`config.mk`:
```
export PLATFORM = sky130hd
export DESIGN_NAME = hazard_scoreboard_flat
export DESIGN_NICKNAME = d
export VERILOG_FILES = /design/src/rtl/hazard_pkg.sv /design/src/rtl/hazard_scoreboard_if.sv /design/src/rtl/hazard_pend_timer.sv /design/src/rtl/hazard_scoreboard.sv /design/src/flat_wrapper.sv
export SDC_FILE = /design/constraint.sdc
export NUM_CORES = 1
export LEC_CHECK = 0
export ABC_AREA = 1
export BUFFER_PORTS_ARGS = -buffer_cell sky130_fd_sc_hd__buf_4
export CAP_MARGIN = 5
export CORE_ASPECT_RATIO = 0.75
export CORE_MARGIN = 2
export CORE_UTILIZATION = 30
export CTS_CLUSTER_SIZE = 10
export DETAILED_ROUTE_END_ITERATION = 16
export GPL_TIMING_DRIVEN = 0
export SKIP_CTS_REPAIR_TIMING = 1
export SLEW_MARGIN = 20
export SYNTH_ARGS = -nofsm -noshare
export SYNTH_HDL_FRONTEND = slang
export SYNTH_HIERARCHICAL = 1
export SYNTH_SLANG_ARGS = --single-unit
```
`constraint.sdc`:
```
create_clock -name clk -period 4.3 [get_ports clk]
set_input_delay 0.645 -clock clk [delete_from_list [all_inputs] [get_ports clk]]
set_output_delay 0.645 -clock clk [all_outputs]
set_load 0.02 [all_outputs]
```
`src/rtl/hazard_pkg.sv`:
```
// Shared types and default latencies for the ID-stage hazard scoreboard.
// Branch decisions arrive from EX as branch_ctrl_e.
package hazard_pkg;

  typedef enum logic [1:0] {
    PC4    = 2'b00,
    PCIMM  = 2'b01,
    IMMRS1 = 2'b10
  } branch_ctrl_e;

  localparam int DEF_NUM_REGS   = 32;
  localparam int DEF_ADDR_W     = 5;
  localparam int DEF_LOAD_LAT   = 1;
  localparam int DEF_MULDIV_LAT = 4;
  localparam int DEF_CNT_W      = 3;

endpackage

```
`src/rtl/hazard_scoreboard_if.sv`:
```
// ID-stage operand/destination info in, pipeline hold/flush controls out.
// master = pipeline side, slave = hazard scoreboard.
interface hazard_scoreboard_if
  import hazard_pkg::*;
#(
  parameter int ADDR_W = DEF_ADDR_W
);

  branch_ctrl_e      BranchCtrl;
  logic              id_valid;
  logic [ADDR_W-1:0] rs1_addr;
  logic [ADDR_W-1:0] rs2_addr;
  logic              rs1_used;
  logic              rs2_used;
  logic [ADDR_W-1:0] id_rd_addr;
  logic              id_reg_write;
  logic              id_mem_read;
  logic              id_multicycle;
  logic              InstrFlush;
  logic              CtrlSignalFlush;
  logic              IFID_RegWrite;
  logic              PCWrite;
  logic              mdu_busy;
  logic [31:0]       stall_cycles;

  modport master (
    output BranchCtrl, id_valid,
    output rs1_addr, rs2_addr,
    output rs1_used, rs2_used,
    output id_rd_addr, id_reg_write,
    output id_mem_read, id_multicycle,
    input  InstrFlush, CtrlSignalFlush,
    input  IFID_RegWrite, PCWrite,
    input  mdu_busy, stall_cycles
  );

  modport slave (
    input  BranchCtrl, id_valid,
    input  rs1_addr, rs2_addr,
    input  rs1_used, rs2_used,
    input  id_rd_addr, id_reg_write,
    input  id_mem_read, id_multicycle,
    output InstrFlush, CtrlSignalFlush,
    output IFID_RegWrite, PCWrite,
    output mdu_busy, stall_cycles
  );

endinterface

```
`src/rtl/hazard_pend_timer.sv`:
```
// Countdown timer: load wins over decrement, holds at zero.
// Used per register and for the MUL/DIV busy window.
module hazard_pend_timer #(
  parameter int W = 3
) (
  input  logic         clk,
  input  logic         rst,
  input  logic         load,
  input  logic [W-1:0] load_val,
  output logic         zero
);

  logic [W-1:0] cnt;

  always_ff @(posedge clk) begin
    if (rst)
      cnt <= '0;
    else if (load)
      cnt <= load_val;
    else if (cnt != '0)
      cnt <= cnt - W'(1);
  end

  assign zero = (cnt == '0);

endmodule

```
`src/rtl/hazard_scoreboard.sv`:
```
// Pending-write scoreboard: stalls ID consumers for the exact
// producer latency, stalls on a busy MUL/DIV, flushes on EX branches.
module hazard_scoreboard
  import hazard_pkg::*;
#(
  parameter int NUM_REGS   = DEF_NUM_REGS,
  parameter int ADDR_W     = DEF_ADDR_W,
  parameter int LOAD_LAT   = DEF_LOAD_LAT,
  parameter int MULDIV_LAT = DEF_MULDIV_LAT,
  parameter int CNT_W      = DEF_CNT_W
) (
  input logic clk,
  input logic rst,
  hazard_scoreboard_if.slave bus
);

  logic [NUM_REGS-1:0] pend_nz;
  logic [NUM_REGS-1:1] pend_z;
  logic [CNT_W-1:0]    ld_val;
  logic                mdu_z;
  logic                br_taken;
  logic                raw;
  logic                strc;
  logic                stall;
  logic                issue;
  logic [31:0]         stall_cnt;

  assign br_taken = (bus.BranchCtrl != PC4);

  assign raw = bus.id_valid &
    ((bus.rs1_used & pend_nz[bus.rs1_addr]) |
     (bus.rs2_used & pend_nz[bus.rs2_addr]));

  assign strc  = bus.id_valid & bus.id_multicycle & ~mdu_z;
  assign stall = raw | strc;
  assign issue = bus.id_valid & ~stall & ~br_taken;

  // Non-load, non-MDU writers load 0: forwarding covers them.
  always_comb begin
    ld_val = '0;
    if (bus.id_multicycle)
      ld_val = CNT_W'(MULDIV_LAT);
    else if (bus.id_mem_read)
      ld_val = CNT_W'(LOAD_LAT);
  end

  assign pend_nz[0] = 1'b0;

  for (genvar r = 1; r < NUM_REGS; r++) begin : g_pend
    hazard_pend_timer #(.W(CNT_W)) u_pend (
      .clk      (clk),
      .rst      (rst),
      .load     (issue & bus.id_reg_write &
                 (bus.id_rd_addr == ADDR_W'(r))),
      .load_val (ld_val),
      .zero     (pend_z[r])
    );
    assign pend_nz[r] = ~pend_z[r];
  end

  hazard_pend_timer #(.W(CNT_W)) u_mdu (
    .clk      (clk),
    .rst      (rst),
    .load     (issue & bus.id_multicycle),
    .load_val (CNT_W'(MULDIV_LAT)),
    .zero     (mdu_z)
  );

  always_ff @(posedge clk) begin
    if (rst)
      stall_cnt <= '0;
    else if (stall & ~br_taken & (stall_cnt != '1))
      stall_cnt <= stall_cnt + 32'd1;
  end

  assign bus.stall_cycles = stall_cnt;
  assign bus.mdu_busy     = ~rst & ~mdu_z;

  always_comb begin
    bus.InstrFlush      = 1'b0;
    bus.CtrlSignalFlush = 1'b0;
    bus.IFID_RegWrite   = 1'b1;
    bus.PCWrite         = 1'b1;
    unique case (1'b1)
      rst: ;
      (~rst & br_taken): begin
        bus.InstrFlush      = 1'b1;
        bus.CtrlSignalFlush = 1'b1;
      end
      (~rst & ~br_taken & stall): begin
        bus.CtrlSignalFlush = 1'b1;
        bus.IFID_RegWrite   = 1'b0;
        bus.PCWrite         = 1'b0;
      end
      default: ;
    endcase
  end

endmodule

```
`src/flat_wrapper.sv`:
```
// flat-port wrapper written by rule: the top's interface ports become plain ports
module hazard_scoreboard_flat import hazard_pkg::*;
#(
  parameter int NUM_REGS   = DEF_NUM_REGS,
  parameter int ADDR_W     = DEF_ADDR_W,
  parameter int LOAD_LAT   = DEF_LOAD_LAT,
  parameter int MULDIV_LAT = DEF_MULDIV_LAT,
  parameter int CNT_W      = DEF_CNT_W
)
  (clk, rst, bus_BranchCtrl, bus_id_valid, bus_rs1_addr, bus_rs2_addr, bus_rs1_used, bus_rs2_used, bus_id_rd_addr, bus_id_reg_write, bus_id_mem_read, bus_id_multicycle, bus_InstrFlush, bus_CtrlSignalFlush, bus_IFID_RegWrite, bus_PCWrite, bus_mdu_busy, bus_stall_cycles);
  hazard_scoreboard_if #(.ADDR_W(ADDR_W)) bus_i ();
  input logic clk;
  input logic rst;
  input wire logic [$bits(bus_i.BranchCtrl)-1:0] bus_BranchCtrl;
  input wire logic [$bits(bus_i.id_valid)-1:0] bus_id_valid;
  input wire logic [$bits(bus_i.rs1_addr)-1:0] bus_rs1_addr;
  input wire logic [$bits(bus_i.rs2_addr)-1:0] bus_rs2_addr;
  input wire logic [$bits(bus_i.rs1_used)-1:0] bus_rs1_used;
  input wire logic [$bits(bus_i.rs2_used)-1:0] bus_rs2_used;
  input wire logic [$bits(bus_i.id_rd_addr)-1:0] bus_id_rd_addr;
  input wire logic [$bits(bus_i.id_reg_write)-1:0] bus_id_reg_write;
  input wire logic [$bits(bus_i.id_mem_read)-1:0] bus_id_mem_read;
  input wire logic [$bits(bus_i.id_multicycle)-1:0] bus_id_multicycle;
  output wire logic [$bits(bus_i.InstrFlush)-1:0] bus_InstrFlush;
  output wire logic [$bits(bus_i.CtrlSignalFlush)-1:0] bus_CtrlSignalFlush;
  output wire logic [$bits(bus_i.IFID_RegWrite)-1:0] bus_IFID_RegWrite;
  output wire logic [$bits(bus_i.PCWrite)-1:0] bus_PCWrite;
  output wire logic [$bits(bus_i.mdu_busy)-1:0] bus_mdu_busy;
  output wire logic [$bits(bus_i.stall_cycles)-1:0] bus_stall_cycles;
  assign bus_i.BranchCtrl = bus_BranchCtrl;
  assign bus_i.id_valid = bus_id_valid;
  assign bus_i.rs1_addr = bus_rs1_addr;
  assign bus_i.rs2_addr = bus_rs2_addr;
  assign bus_i.rs1_used = bus_rs1_used;
  assign bus_i.rs2_used = bus_rs2_used;
  assign bus_i.id_rd_addr = bus_id_rd_addr;
  assign bus_i.id_reg_write = bus_id_reg_write;
  assign bus_i.id_mem_read = bus_id_mem_read;
  assign bus_i.id_multicycle = bus_id_multicycle;
  assign bus_InstrFlush = bus_i.InstrFlush;
  assign bus_CtrlSignalFlush = bus_i.CtrlSignalFlush;
  assign bus_IFID_RegWrite = bus_i.IFID_RegWrite;
  assign bus_PCWrite = bus_i.PCWrite;
  assign bus_mdu_busy = bus_i.mdu_busy;
  assign bus_stall_cycles = bus_i.stall_cycles;
  hazard_scoreboard #(.NUM_REGS(NUM_REGS), .ADDR_W(ADDR_W), .LOAD_LAT(LOAD_LAT), .MULDIV_LAT(MULDIV_LAT), .CNT_W(CNT_W)) u_core (.clk(clk), .rst(rst), .bus(bus_i));
endmodule
```
==> summary.txt <==
# IOs = 62
CTS H-tree lvls = 4
Startpoint type of the worst setup path = flip-flop
Largest net degree at the start of global routing = 98
1st-pass router iterations = 5
Mapped cell area = 9607 um2
Maximum vdd drop = 0.2331 mV
Clock buffer depth = 2
Critical Path RT = 3.65 ns
Via/cell ratio = 4.648
Largest area contributor in the netlist = dfxtp_1
WP data arrival = 2.86 ns
Sequential share of the synthesized area = 26.67%
Actual slew at the worst max-slew pin = 0.9134 ns
Die Width = 210.6 um
Number of distinct library cells after synthesis = 31
Drt drc = 0
CTS clk-pin slew, worst paths = 0.06 ns
HP Start = u_core/g_pend[24].u_pend/cnt[1]$_SDFFE_PP0P_
Fin cells = 1,995
CTS tree = yes
Final setup violation count = 0
Worst hold path class = flip-flop to flip-flop
Hold path depth = 2
DP Worst Slack = 0.9594 ns
FF+latch count, synth = 128
Final min period = 3.504 ns
Cts bufs inserted = 17
Layout cells sized above 1 = 13.72%
Clock skew = 0.01684 ns
Mux share of post-synthesis cell area = 0%
Setup crit end kind = output pin
Gr usage total = 15.64%
Leak = 5.181 nW
Worst r2r path cells = 21
Post-synthesis simple-gate area fraction = 31.32%
Primary FF master, synth = dfxtp_1
Worst R2R Setup Slack = 1.01 ns
Placement Rows = 56
Synth Warn # = 6
Final net count = 1,666
RSZ-0062 raised after global routing = no
Max-slew headroom = 39.11%
Via count = 9,273
Sum Neg Setup Slack = 0 ns
Clk root buf = clkbuf_16
Hold Path End = u_core/g_pend[24].u_pend/cnt[1]$_SDFFE_PP0P_
Buffers on Ports = 57
Routed length per instance = 13.03 um
CP Max Fanout = 10
Adder-cell share of the synthesized area = 8.466%
Placeable core area = 31,390 um2
Num Clock Sinks = 128
Largest family of logic cells by synthesized area = simple AND/OR/NAND/NOR gates
Period utilization = 81.50%
Routed Antenna Nets = 0
Initial Util = 30.60%
Post-detail-place hpwl = 19,030 um
Fmax achieved = 285.3 MHz
Post-synth EDFFs = 0
Initial antenna violation count = 0
Worst r2r src = u_core/g_pend[19].u_pend/cnt[0]$_SDFFE_PP0P_
Post-synth top area share = 26.67%
Largest cells by area after synthesis = dfxtp_1 27%, nand2_1 11%, inv_1 10%, ha_1 8.5%, nor2_1 5.9%
Initial DRC Count = 704
Post-synthesis compound-gate area fraction = 14.17%
Clock Latency Late Sink = 0.43 ns
XOR/XNOR Fraction of Synth Area = 5.653%
Grt ovf = 0
Final Max Slew Viols = 0
Routability cong. = 0.9900
Cells after Synth = 1,467
Global-route wire length before repair = 42,640 um
Max Cap Viol = 0
Vias in the first global route = 8,580
Die ar. = 33,480 um2
Synth async-reset ratio = 0%
Setup CP Type = flip-flop to output pin
Hold Vio Cnt, Final = 0
Mapped Avg Cell Area = 6.549 um2
Cell Pwr Density = 619.8 nW/um2
Status = completed
ANT cells = 0
WL final = 25,990 um
Crit Reg-Reg Endpoint = u_core/g_pend[5].u_pend/cnt[1]$_SDFFE_PP0P_
Die height = 159.0 um
Area Overhead vs Synth = 17.82%
Fill count = 3,356
Inst Count DP = 1,963
Final worst slack = 0.7955 ns
## cell usage in the layout (no fill, tap or decap), drive strengths merged, types with 32 or more instances in the layout
master    n
inv     302
nand2   293
nor2    162
a21oi   132
dfxtp   128
nand3    91
nand4    78
buf      73
o21ai    68
ha       65
xnor2    40
clkbuf   37
conb     34
o21bai   32
## kinds of logic after synthesis
group                      count (synthesis)
DFF                                      128
xor gates and xnor gates                  62
adders and majority gates                 65
and+or+nand+nor                          648
other                                      2
buffers and inverters                    330
AOI/OAI and AO/OA                        232
## final cells by class
| class | count | area, um2 | area share [%] |
|---|---|---|---|
| tap | 406 | 508.0 | 4.488 |
| timing repair buffer | 58 | 459.2 | 4.057 |
| buffer | 28 | 173.9 | 1.537 |
| inverter | 302 | 1136 | 10.04 |
| clock inverter | 8 | 125.1 | 1.105 |
| sequential | 128 | 2562 | 22.64 |
| multi-input combinational | 1041 | 5862 | 51.79 |
| clock buffer | 24 | 491.7 | 4.344 |
## routing by layer
layer	part of all wire [%]	GRT usage (%)	wire, um
met5	0	0	0
met4	1.3	4.097	344
met3	6.1	3.609	1581
met2	42	23.40	11030
met1	50	22.45	13040
## sequential cells by signal (all words and copies together) (netlist names)
name                      flops
u_core/g_pend.u_pend/cnt     93
u_core/u_mdu/cnt              3
u_core/bus.stall_cycles      32
## report_power, final
part,switching [mW],total [mW],internal (mW)
sequential,0.282,1.90,1.62
clock,0.580,1.56,0.976
combinational,2.10,3.56,1.46
total,2.96,7.02,4.05
## worst max-delay path, stage by stage, from the launching register on
cell and delay, ns:
dfxtp_1 0.32, inv_1 0.08, ha_1 0.21, inv_1 0.06, nor2_1 0.24, inv_1 0.08
nand2_1 0.07, nand3_1 0.07, nand3_1 0.14, nand3_1 0.08, nand2_1 0.11, nand2_1 0.08
nand3_2 0.08, nand3_4 0.16, buf_2 0.24, nand3_1 0.15, o21ai_0 0.10, buf_4 0.18
## per-stage QoR
step	hold slack [ns]	instance area (um2)	util (%)	power, mW
2_1_floorplan	0.4664	9727	-	4.747
3_3_place_gp	0.4793	10660	33.97	5.354
3_5_place_dp	0.4848	10700	34.09	5.453
4_1_cts	0.4996	11320	36.06	7.055
5_1_grt	0.5199	11320	36.06	7.724
6_report	0.4935	11320	36.06	7.015
## cells in the mapped netlist, types with 2 or more instances
| library cell | instances |
|---|---|
| buf_6 | 6 |
| buf_4 | 5 |
| nor3b_1 | 3 |
| ha_1 | 65 |
| nand4_1 | 78 |
| clkbuf_1 | 13 |
| inv_2 | 33 |
| nand2_1 | 293 |
| o21bai_1 | 32 |
| nor2_1 | 151 |
| o21ai_0 | 67 |
| nor2_2 | 10 |
| dfxtp_1 | 128 |
| a21oi_1 | 100 |
| inv_1 | 267 |
| xnor2_1 | 40 |
| nand3_1 | 54 |
| a21oi_2 | 32 |
| nor3_1 | 18 |
| buf_2 | 4 |
| nand3_2 | 36 |
| conb_1 | 2 |
| xor2_1 | 22 |
## worst max path at each step
stage                     slack, ns  cells after the start                                           end                                    startpoint
after floorplan                1.36                     14                           bus_CtrlSignalFlush                               bus_rs2_addr[0]
after global placement         0.65                      6  u_core/g_pend[12].u_pend/cnt[0]$_SDFFE_PP0P_                             bus_id_multicycle
after detailed placement       0.96                     16   u_core/g_pend[5].u_pend/cnt[1]$_SDFFE_PP0P_                               bus_rs1_addr[1]
after CTS                      0.80                     17                           bus_CtrlSignalFlush  u_core/g_pend[19].u_pend/cnt[0]$_SDFFE_PP0P_
after global routing           0.60                     17                                   bus_PCWrite  u_core/g_pend[23].u_pend/cnt[0]$_SDFFE_PP0P_
final                          0.80                     17                           bus_CtrlSignalFlush  u_core/g_pend[19].u_pend/cnt[0]$_SDFFE_PP0P_
Power figures use the tool's default switching activity.
